`src/rtl/rob_commit.sv`:
```
// In-order reorder buffer with single-wide commit.
// Retirement drives the physical-register free and flag-write ports.
module rob_commit #(
    parameter int ROB_DEPTH    = 8,
    parameter int NUM_FU       = 4,
    parameter int NUM_PHYS_REG = 128,
    parameter int NUM_FLAGS    = 4,
    localparam int IW = $clog2(ROB_DEPTH),
    localparam int PW = $clog2(NUM_PHYS_REG),
    localparam int FW = 2 * NUM_FLAGS,
    localparam int CW = IW + 1
) (
    input  logic                           clk_i,
    input  logic                           reset_i,
    input  logic                           disp_v_i,
    output logic                           disp_ready_o,
    input  logic                           disp_has_dest_i,
    input  logic [PW-1:0]                  disp_old_phys_i,
    input  logic                           disp_flag_v_i,
    output logic [IW-1:0]                  disp_rob_idx_o,
    input  logic [NUM_FU-1:0]              exe_done_v_i,
    input  logic [NUM_FU-1:0][IW-1:0]      exe_rob_idx_i,
    input  logic [NUM_FU-1:0][FW-1:0]      exe_flag_i,
    input  logic                           flush_i,
    output logic                           rob_phys_valid_o,
    output logic [PW-1:0]                  rob_phys_reg_cl_o,
    output logic                           rob_flag_valid_o,
    output logic [FW-1:0]                  rob_flag_o,
    output logic                           commit_v_o,
    output logic [CW-1:0]                  count_o,
    output logic [31:0]                    retire_cnt_o
);

    localparam logic [CW-1:0] DEPTH_C = CW'(ROB_DEPTH);

    logic [IW-1:0]                 head_q, head_d;
    logic [IW-1:0]                 tail_q, tail_d;
    logic [CW-1:0]                 count_q, count_d;
    logic [31:0]                   retire_cnt_q, retire_cnt_d;
    logic [ROB_DEPTH-1:0]          busy_q, busy_d;
    logic [ROB_DEPTH-1:0]          done_q, done_d;
    logic [ROB_DEPTH-1:0]          has_dest_q, has_dest_d;
    logic [ROB_DEPTH-1:0]          flag_v_q, flag_v_d;
    logic [ROB_DEPTH-1:0][PW-1:0]  old_phys_q, old_phys_d;
    logic [ROB_DEPTH-1:0][FW-1:0]  flag_q, flag_d;

    logic accept;
    logic commit;

    assign disp_ready_o   = (count_q < DEPTH_C);
    assign disp_rob_idx_o = tail_q;
    assign accept         = disp_v_i & disp_ready_o & ~flush_i;
    assign commit         = busy_q[head_q] & done_q[head_q] & ~flush_i;

    assign commit_v_o        = commit;
    assign rob_phys_valid_o  = commit & has_dest_q[head_q];
    assign rob_phys_reg_cl_o = rob_phys_valid_o ? old_phys_q[head_q] : '0;
    assign rob_flag_valid_o  = commit & flag_v_q[head_q];
    assign rob_flag_o        = rob_flag_valid_o ? flag_q[head_q] : '0;
    assign count_o           = count_q;
    assign retire_cnt_o      = retire_cnt_q;

    always_comb begin
        head_d       = head_q;
        tail_d       = tail_q;
        count_d      = count_q;
        retire_cnt_d = retire_cnt_q;
        busy_d       = busy_q;
        done_d       = done_q;
        has_dest_d   = has_dest_q;
        flag_v_d     = flag_v_q;
        old_phys_d   = old_phys_q;
        flag_d       = flag_q;

        // Descending scan so the lowest-numbered FU writes last and wins.
        for (int i = NUM_FU - 1; i >= 0; i--) begin
            if (exe_done_v_i[i] && busy_q[exe_rob_idx_i[i]]) begin
                done_d[exe_rob_idx_i[i]] = 1'b1;
                flag_d[exe_rob_idx_i[i]] = exe_flag_i[i];
            end
        end

        if (accept) begin
            busy_d[tail_q]     = 1'b1;
            done_d[tail_q]     = 1'b0;
            has_dest_d[tail_q] = disp_has_dest_i;
            old_phys_d[tail_q] = disp_old_phys_i;
            flag_v_d[tail_q]   = disp_flag_v_i;
            tail_d             = tail_q + 1'b1;
        end

        if (commit) begin
            busy_d[head_q] = 1'b0;
            done_d[head_q] = 1'b0;
            head_d         = head_q + 1'b1;
            retire_cnt_d   = retire_cnt_q + 32'd1;
        end

        unique case ({accept, commit})
            2'b10:   count_d = count_q + 1'b1;
            2'b01:   count_d = count_q - 1'b1;
            default: count_d = count_q;
        endcase

        if (flush_i) begin
            busy_d  = '0;
            done_d  = '0;
            head_d  = '0;
            tail_d  = '0;
            count_d = '0;
        end
    end

    always_ff @(posedge clk_i) begin
        if (reset_i) begin
            head_q       <= '0;
            tail_q       <= '0;
            count_q      <= '0;
            retire_cnt_q <= '0;
            busy_q       <= '0;
            done_q       <= '0;
        end else begin
            head_q       <= head_d;
            tail_q       <= tail_d;
            count_q      <= count_d;
            retire_cnt_q <= retire_cnt_d;
            busy_q       <= busy_d;
            done_q       <= done_d;
        end
    end

    // Payload fields are only observed behind busy/done, so they need no reset.
    always_ff @(posedge clk_i) begin
        has_dest_q <= has_dest_d;
        flag_v_q   <= flag_v_d;
        old_phys_q <= old_phys_d;
        flag_q     <= flag_d;
    end

endmodule

```
`config.mk`:
```
export PLATFORM = sky130hd
export DESIGN_NAME = rob_commit
export DESIGN_NICKNAME = d
export VERILOG_FILES = /design/src/rtl/rob_commit.sv
export SDC_FILE = /design/constraint.sdc
export NUM_CORES = 1
export LEC_CHECK = 0
export CORE_MARGIN = 5
export CORE_UTILIZATION = 52
export DETAILED_ROUTE_END_ITERATION = 8
export PLACE_DENSITY = 0.86
export SYNTH_ARGS = -nofsm -noshare
export SYNTH_HDL_FRONTEND = slang
export SYNTH_SLANG_ARGS = --single-unit
```
`constraint.sdc`:
```
create_clock -name clk_i -period 3.1 [get_ports clk_i]
set_input_delay 0.775 -clock clk_i [delete_from_list [all_inputs] [get_ports clk_i]]
set_output_delay 0.775 -clock clk_i [all_outputs]
set_load 0.01 [all_outputs]
```
* Yosys cells after proc, flatten, opt, wreduce, memory -nomap -nowiden
Cells that the tools add are included.
** Storage, ports and cells
- Register bits after elaboration :: 194
- Output and inout port bits :: 58
- Word-level logic and storage cells :: 137
** Operators by class
- Add/subtract/negate cells :: 5
- $lt $le $gt $ge :: 13
- Equality and inequality tests :: 2
- Muxes and demuxes :: 64
- Bitwise operators :: 17
- Reductions and logical operators :: 12
** Operators with widths (number)
- 64-bit bitwise mux :: 4
- 64-bit 2-to-1 mux :: 4
- 8-bit 2-to-1 mux :: 14
- 8-bit demux with 3-bit select :: 4
- 56-bit bitwise mux :: 1
- 8-bit bitwise OR :: 5
- 32-bit by 1-bit adder with 32-bit output (second input constant) :: 1
- 8-bit bitwise AND :: 3
- 1-bit binary-select mux with 3-bit select :: 8
- 8-bit binary-select mux with 3-bit select :: 1
- 3-bit by 4-bit < comparator with 1-bit output (second input constant) :: 6
- 7-bit binary-select mux with 3-bit select :: 1
- 7-bit demux with 3-bit select :: 1
- 7-bit 2-to-1 mux :: 3
- 1-bit demux with 3-bit select :: 6
- 3-bit by 1-bit greater-or-equal comparator with 1-bit output (second input constant) :: 6
- 8-bit bitwise mux :: 2
- 8-bit inverter :: 2
- 1-bit 2-to-1 mux :: 14
- 1-bit logical AND :: 10
- 4-bit one-hot mux with 2 select lines :: 1
- 3-bit by 1-bit adder with 3-bit output (second input constant) :: 2
- 1-bit bitwise AND :: 6
- 4-bit by 1-bit adder with 4-bit output (second input constant) :: 1
- 7 further kinds :: 7

* Depth between registers and ports, before layout
Gate-level depths: netlist (run 1).
- Word-level depth :: 16
- Gate-level depth with buffers :: 13
- Gate-level depth less buffers :: 11

* Worst setup path before layout (run 1)
No wires, ideal clock.
- Kind :: register to register
- Start point :: register head_q[0]
- End point :: register count_q[3] (netlist: count_o[3])
- Data arrival time :: 3.105 ns
- Data required time :: 3.029 ns
- Path slack :: -0.075 ns
- Stages on the path, launching flop included :: 14
- Path buffers :: 2
- Cells stage by stage :: dfxtp_1 > buf_4 > mux4_2 > mux2_2 > nand3_2 > clkinv_1 > buf_2 > ha_1 > ha_1 > a21o_1 > a21oi_1 > xnor2_1 > or3_1 > a21oi_1
** On the way
- Cells in the longest elaborated chain, start to end :: 6
** RTL lines
- start: declaration :: line 36 : logic [IW-1:0] head_q, head_d;
- start signal: assignment :: line 116 : head_q <= '0;
- start signal: assignment :: line 123 : head_q <= head_d;
- 1-bit binary-select mux with 3-bit select :: line 53 : assign commit = busy_q[head_q] & done_q[head_q] & ~flush_i;
- 1-bit 2-to-1 mux (not written as such) :: line 53
- 1-bit bitwise AND * (2 in series) :: line 53
- named net commit_v_o :: line 29 : output logic commit_v_o,
- 2-bit by 1-bit == test with 1-bit output or 2-bit == test (tied branches) :: line 99 : unique case ({accept, commit})
- 4-bit one-hot mux with 2 select lines or 2-bit nonzero test (tied branches)
- end signal: assignment :: line 125 : count_q <= count_d;
- end: declaration :: line 38 : logic [CW-1:0] count_q, count_d;
Mark *: on every way through the listed nets, which the timed path passes. The rest lies on a longest branch. The select of a mux whose other input is x is not followed.
A chain may end at the register's enable or synchronous reset.

* Final worst setup path (run 1)
- Start point :: register head_q[0]
- End point :: output port rob_flag_o[6]
** On the way
- Cells in the longest elaborated chain, start to end :: 6
** RTL lines
- 1-bit binary-select mux with 3-bit select :: line 53
- 1-bit 2-to-1 mux (not written as such) :: line 53
- 1-bit bitwise AND (2 in series) :: line 53
- 1-bit bitwise AND :: line 58 : assign rob_flag_valid_o = commit & flag_v_q[head_q];
- 8-bit 2-to-1 mux * :: line 59 : assign rob_flag_o = rob_flag_valid_o ? flag_q[head_q] : '0;
- end: declaration :: line 28 : output logic [FW-1:0] rob_flag_o,
Mark *: on every way between the ends. The rest lies on a longest branch, timed or not. The select of a mux whose other input is x is not followed.

==> out/results.tsv, run 1 <==
stage	metric	value	unit
run_status	outcome	finished, violations left	
run_status	failing checks	design-rule violations, negative setup slack	
floorplanning	row cnt	52	
synthesis	Area contributors post-synth	dfxtp_1 (23%), edfxtp_1 (20%), mux2i_1 (6.7%)	
sta	headroom to the max-slew limit	0.584	
pwr	Leak Pwr	5.33	nW
final_layout	layout cells sized above 1	0.210	
routing	Residual DRC	4	
clock_network	Hold-fix buffers, CTS	0	
synthesis	Unique masters post-synth	71	
global_routing	pin count of the biggest net entering global routing	35	
critical_path	CP Cell Sequence	mux4_2 -> mux2_4 -> nand3_4 -> inv_4 -> nand4_1 -> buf_6 -> buf_12 -> nor2_1 -> buf_2	
place	Post-DP HPWL	23600	um
global_routing	global route overflow	0	
sta	setup ws final	-0.122	ns
floorplanning	core area	0.0202	sq mm
floorplanning	die width	153	um
critical_path	Reg2Reg Capture Point	count_o[3]$_SDFFE_PP0P_	
clock_network	CTS sink cnt	194	
routing	routed vias	10400	
synthesis	Mapped Cells	1090	
global_routing	initial antenna violation count	0	
critical_path	reg2reg path depth	12	
hold_path	worst hold path class	flop to flop	
pwr	Pwr Total	5.50	mW
routing	Total Wirelength	36500	um
synthesis	synthesized cell area	0.0106	sq mm
critical_path	Required @ worst endpoint	2.32	ns
global_routing	global-route met3 utilization	0.0772	
floorplanning	Top Ports	119	
synthesis	post-synth top area share	0.230	
critical_path	reg2reg start	head_q[0]$_SDFFE_PP0N_	
clock_network	worst skew pair latency	0.45	ns
synthesis	Yosys reg bits	194	
routing	DRT iter0 DRCs	1535	
final_layout	post-route cell area	0.0135	sq mm
clock_network	Max Root-Sink Buffers	2	
synthesis	Post-synth EDFFs	72	
sta	Final Hold Viols	0	
run	max_cap viols	0	
global_routing	gr usage total	0.300	
synthesis	Synth Net Count	1158	
global_routing	vias in the first global route	10100	
final_layout	# diodes	0	
floorplanning	DIE HEIGHT	153	um
routing	ANT nets after route	0	
place	IO buf count	118	
global_routing	first-pass GRT wire length	55900	um
critical_path	CP max stage delay	0.52	ns
sta	Fmax achieved	0.310	GHz
synthesis	syn_area_per_cell	9.76	sq um
clock_network	H-tree levels	4	
synthesis	number of synthesis warnings	0	
final_layout	area grow syn2layout	27.2	%
global_routing	met2 usage in global routing	0.461	
sta	RSZ-0062 raised after global routing	yes	
synthesis	Synth Flop Type	dfxtp_1	
critical_path	crit path DAT	2.45	ns
routing	drt first pass iters	9	
synthesis	Synth area leader	dfxtp_1	
critical_path	crit start category	flop	
pwr	Max IR drop VDD	322	uV
synthesis	Seq/Total Area, Yosys	0.433	
hold_path	WHS Endpoint	retire_cnt_o[31]$_SDFFE_PP0N_	
sta	minimum clock period	3.22	ns
critical_path	crit end category	primary output	
clock_network	total CTS buffers	17	
floorplanning	die area	0.0234	sq mm
clock_network	CTS root buf	clkbuf_16	
place	placed cell areas	0.0127	sq mm
global_routing	met1 Usage GRT	0.393	
critical_path	R2R Setup Slk	-0.05	ns
place	final RePlAce weighted congestion	1.00	
hold_path	Hold Crit Start	retire_cnt_o[31]$_SDFFE_PP0N_	
routing	Via density	6.72	
hold_path	WHS Path Cells	2	
synthesis	fraction of registers with async set or reset after synthesis	0	
floorplanning	Initial Utilization	0.527	
pwr	power per cell area	406	mW/mm^2
global_routing	GRT busiest layer	met2	
critical_path	CP Class	flop to primary output	
sta	Hold Slack	0.490	ns
sta	Final setup viols	18	
clock_network	TritonCTS clock tree	yes	
clock_network	Worst-path clk slew	0.08	ns
critical_path	slowest stage cell, crit path	mux4_2	
sta	Final Max Tran Viols	0	
sta	post-route clock period utilization	1.04	
critical_path	crit path max fanout	6	
sta	clk_skew	0.0105	ns
final_layout	nets	1333	
routing	DR WL/cell	23.6	um
sta	Worst-Margin Slew	0.619	ns
[state kept, by name (all words and copies together), names as in the netlist]
signal          flops
old_phys_q         56
done_q              8
head_q              3
flag_v_q            8
count_o             4
disp_rob_idx_o      3
retire_cnt_o       32
has_dest_q          8
busy_q              8
flag_q             64
[cell usage after synthesis (13+ instances only)]
cell type,n
a21oi_1,48
buf_2,15
dfxtp_1,122
nor2_1,136
a211oi_1,25
mux2_2,39
edfxtp_1,72
and3_1,27
nor2b_1,13
inv_1,25
o221ai_1,24
mux2i_1,71
clkbuf_1,38
o31ai_1,13
nor4_1,13
buf_1,27
xnor2_1,13
a31oi_1,27
nand3_1,23
a211o_1,25
mux4_2,18
nand2_1,74
nand4_1,17
o21ai_0,21
a221o_1,18
[per-stage QoR]
stage          instances  setup slack, ns  setup TNS, ns   util
2_1_floorplan       1090           0.0144              0      -
3_3_place_gp        1503           -0.497          -4.60  0.630
3_5_place_dp        1503           -0.551          -5.39  0.630
4_1_cts             1543           -0.110          -1.21  0.667
5_1_grt             1548           -0.186          -2.89  0.671
6_report            1548           -0.122          -1.74  0.671
[timing repair]
| action | in CTS | in global routing |
|---|---|---|
| setup endpoints to repair | 19 | 20 |
| pin swaps | 5 | 4 |
| resized for setup | 90 | 24 |
| buffers inserted | 7 | 6 |
| gates cloned | 1 | 0 |
[critical path: cells and delay by family, from the launching register on]
kind	cells	cell delay, ns
muxes	2	0.84
buffers and inverters	4	0.46
DFF	1	0.42
and+or+nand+nor	3	0.27
[how the worst max path moves through the flow]
stage	start	to	slack (ns)	cells past startpoint
floorplan	head_q[0]$_SDFFE_PP0N_	count_o[3]$_SDFFE_PP0P_	0.01	13
global placement	flush_i	rob_flag_o[0]	-0.50	8
detailed placement	flush_i	rob_flag_o[0]	-0.55	8
CTS	head_q[0]$_SDFFE_PP0N_	rob_flag_o[1]	-0.11	9
global route	head_q[0]$_SDFFE_PP0N_	rob_flag_o[3]	-0.19	9
finish	head_q[0]$_SDFFE_PP0N_	rob_flag_o[6]	-0.12	9
[logic make-up after synthesis]
kind of cell    Yosys count  synth area share
fa+ha+maj                 7           0.00894
simple gates            379             0.178
buf+inv                 113            0.0452
mux                     128             0.146
compound gates          252             0.175
flops                   194             0.433
xor+xnor                 17            0.0140
[power breakdown]
group	internal, mW	total [mW]	leakage (nW)	switching [mW]
clock network	1.11	2.27	0.293	1.16
logic	0.247	0.486	3.40	0.239
registers	2.70	2.74	1.64	0.0398
[final cells by class]
class / count / area [sq um]
well taps: 270 / 338
repair buffers: 243 / 2180
fillers: 1381 / 6630
clock buffers: 17 / 425
inverters: 26 / 103
flip-flops and latches: 194 / 4610
clock inverters: 15 / 188
multi-input cells: 783 / 5690
[cell usage in the layout, fill, tap and decap left out, types with 24 or more instances in the layout]
master	instances
buf_4	111
o221ai_1	24
edfxtp_1	72
dfxtp_1	119
a211o_1	25
a21oi_1	45
nand2_1	74
and3_1	27
mux2i_1	71
nor2_1	132
clkdlybuf4s50_1	100
a31oi_1	27
mux2_2	37
[per-layer routing]
| metal | part of all wire | up-vias |
|---|---|---|
| met5 | 0.00093 | - |
| met2 | 0.45 | 876 |
| met3 | 0.13 | 220 |
| met4 | 0.055 | 2 |
| li1 | - | 4499 |
| met1 | 0.37 | 4807 |
No activity file was read; power rests on OpenSTA's default activity.
==> inputs of run 2 (changes only) <==
==> constraint.sdc (replaced) <==
create_clock -name clk_i -period 3.1 [get_ports clk_i]
set_input_delay 0.62 -clock clk_i [delete_from_list [all_inputs] [get_ports clk_i]]
set_output_delay 0.62 -clock clk_i [all_outputs]
set_load 0.01 [all_outputs]
==> out/results.tsv, run 2 (synthesis results as in run 1) <==
stage	metric	value	unit	change
pwr	Max IR drop VDD	364	uV	+13%
run_status	outcome	finished, violations left		
floorplanning	row cnt	52		unchanged
sta	clk_skew	0.0122	ns	+0.00170 ns
place	placed cell areas	0.0126	sq mm	-1.2%
final_layout	fin cells	1527		-1.4%
global_routing	vias in the first global route	10000		-0.76%
sta	setup ws final	-0.0367	ns	+0.0850 ns
place	Post-DP HPWL	23100	um	-2.1%
clock_network	H-tree levels	4		unchanged
final_layout	max reg flops	64		unchanged
final_layout	layout cells sized above 1	0.194		-0.0164
clock_network	worst skew pair latency	0.45	ns	about the same
global_routing	pin count of the biggest net entering global routing	34		-2.9%
global_routing	gr usage total	0.296		-0.00356
routing	ANT nets after route	0		unchanged
critical_path	Required @ worst endpoint	2.48	ns	+0.16 ns
final_layout	commonest non-fill, non-tap cells in the layout	nor2_1 (135), dfxtp_1 (119), clkdlybuf4s50_1 (100), buf_4 (93), nand2_1 (74)		
sta	Fmax achieved	0.319	GHz	+2.7%
clock_network	Max Root-Sink Buffers	2		unchanged
floorplanning	DIE HEIGHT	153	um	unchanged
run_status	failing checks	negative setup slack		
sta	setup TNS	-0.133	ns	+1.61 ns
clock_network	CTS root buf	clkbuf_16		
sta	Final Max Tran Viols	0		unchanged
final_layout	post-route cell area	0.0134	sq mm	-1.4%
sta	minimum clock period	3.14	ns	-0.0850 ns
floorplanning	die area	0.0234	sq mm	unchanged
hold_path	worst hold path class	flop to flop		
pwr	Clk pwr share	0.429		+0.016
sta	Final Hold Viols	0		unchanged
routing	Via density	6.78		+0.84%
place	final RePlAce weighted congestion	1.00		about the same
pwr	sw frac	0.253		-0.00876
routing	drt first pass iters	7		-2
critical_path	crit path max fanout	6		unchanged
pwr	Leak Pwr	5.23	nW	-1.8%
place	pre-CTS WS	-0.139	ns	+0.412 ns
clock_network	TritonCTS clock tree	yes		
critical_path	crit path DAT	2.52	ns	+0.07 ns
clock_network	CTS sink cnt	194		unchanged
place	dpl cells	1486		-1.1%
floorplanning	die width	153	um	unchanged
critical_path	crit end category	primary output		
routing	DR WL/cell	23.7	um	+0.44%
sta	post-route clock period utilization	1.01		-0.0274
final_layout	Top reg by flops	flag_q		
critical_path	crit start category	flop		
sta	headroom to the max-slew limit	0.509		-0.0743
critical_path	crit path from	head_q[0]$_SDFFE_PP0N_		
floorplanning	Initial Utilization	0.527		unchanged
critical_path	reg2reg start	head_q[0]$_SDFFE_PP0N_		
hold_path	Hold Crit Start	retire_cnt_o[31]$_SDFFE_PP0N_		
final_layout	nets	1312		-1.6%
routing	routed vias	10300		-0.53%
clock_network	Worst-path clk slew	0.08	ns	about the same
floorplanning	core area	0.0202	sq mm	unchanged
pwr	part of the power in combinational logic	0.085		-0.003
floorplanning	Top Ports	119		unchanged
clock_network	total CTS buffers	17		unchanged
routing	Total Wirelength	36200	um	-0.92%
final_layout	# diodes	0		unchanged
sta	RSZ-0062 raised after global routing	yes		
final_layout	area grow syn2layout	25.5	%	
place	IO buf count	118		unchanged
critical_path	CP Class	flop to primary output		
pwr	power share of the sequential group	0.486		-0.013
routing	Residual DRC	0		-4
sta	Worst-Margin Slew	0.729	ns	+0.110 ns
pwr	internal power	4.22	mW	+4.0%
routing	DRT iter0 DRCs	1469		-4.3%
global_routing	global route overflow	0		unchanged
global_routing	first-pass GRT wire length	55200	um	-1.3%
global_routing	initial antenna violation count	0		unchanged
pwr	power per cell area	423	mW/mm^2	+4.2%
sta	Final setup viols	9		-9
pwr	net switching power	1.43	mW	-0.70%
final_layout	commonest non-fill, non-tap cell in the layout	nor2_1		
run	max_cap viols	0		unchanged
## run 2: layout make-up
class	instances	area, sq um
multi-input cells	783	5690
repair buffers	222	1950
fillers	1455	6820
clock inverters	15	239
clock buffers	17	425
inverters	26	100
flip-flops and latches	194	4620
well taps	270	338
## run 2: stage by stage
stage | util | power, mW | hold slack [ns]
after global placement | 0.622 | 3.25 | 0.460
final | 0.662 | 5.65 | 0.493
after global routing | 0.662 | 5.81 | 0.512
after CTS | 0.660 | 5.65 | 0.501
after detailed placement | 0.622 | 3.26 | 0.490
after floorplan | - | 3.06 | 0.489
## run 2: final timing paths
kind | to | slack (ns) | depth (start not counted)
worst max-delay path | rob_flag_o[1] | -0.04 | 9
worst min-delay path | retire_cnt_o[31]$_SDFFE_PP0N_ | 0.49 | 2
worst max register to register | count_o[3]$_SDFFE_PP0P_ | 0.09 | 12
worst min register to register | retire_cnt_o[31]$_SDFFE_PP0N_ | 0.49 | 2
## run 2: power by group through the flow
stage                     sequential (mW)  clock (mW)  combinational, mW
after CTS                            2.74        2.44              0.465
after detailed placement             2.80           0              0.459
after global routing                 2.75        2.54              0.512
final                                2.75        2.43              0.479
after global placement               2.80           0              0.447
after floorplan                      2.79           0              0.273
## run 2: worst max-delay path: stages (launching register included)
cell and delay, ns:
dfxtp_4 0.41, mux4_2 0.54, mux2_4 0.31, nand3_4 0.13, inv_4 0.04, nand4_1 0.12, buf_6 0.18, buf_4 0.14
nor2_1 0.05, buf_2 0.14
## run 2: routing by layer
layer,vias up,part of all wire,GRT usage
met5,-,0,0
met4,0,0.053,0.144
met3,186,0.14,0.0848
met2,848,0.44,0.461
met1,4869,0.36,0.379
li1,4446,-,-
## run 2: repair_timing
action / in CTS / in global routing
resized for setup: 84 / 24
gates cloned: 0 / 0
buffers inserted: 10 / 1
hold buffers: 0 / 0
pin swaps: 1 / 6
endpoints found under the setup margin: 19 / 18
==> inputs of run 3 (changes only) <==
--- a/config.mk
+++ b/config.mk
@@ -7,6 +7,7 @@
 export LEC_CHECK = 0
 export CORE_MARGIN = 5
 export CORE_UTILIZATION = 52
+export CTS_CLUSTER_DIAMETER = 40
 export DETAILED_ROUTE_END_ITERATION = 8
 export PLACE_DENSITY = 0.86
 export SYNTH_ARGS = -nofsm -noshare
==> results of run 3 <==
No change in the layout: final DEF, timing and power equal those of run 2.
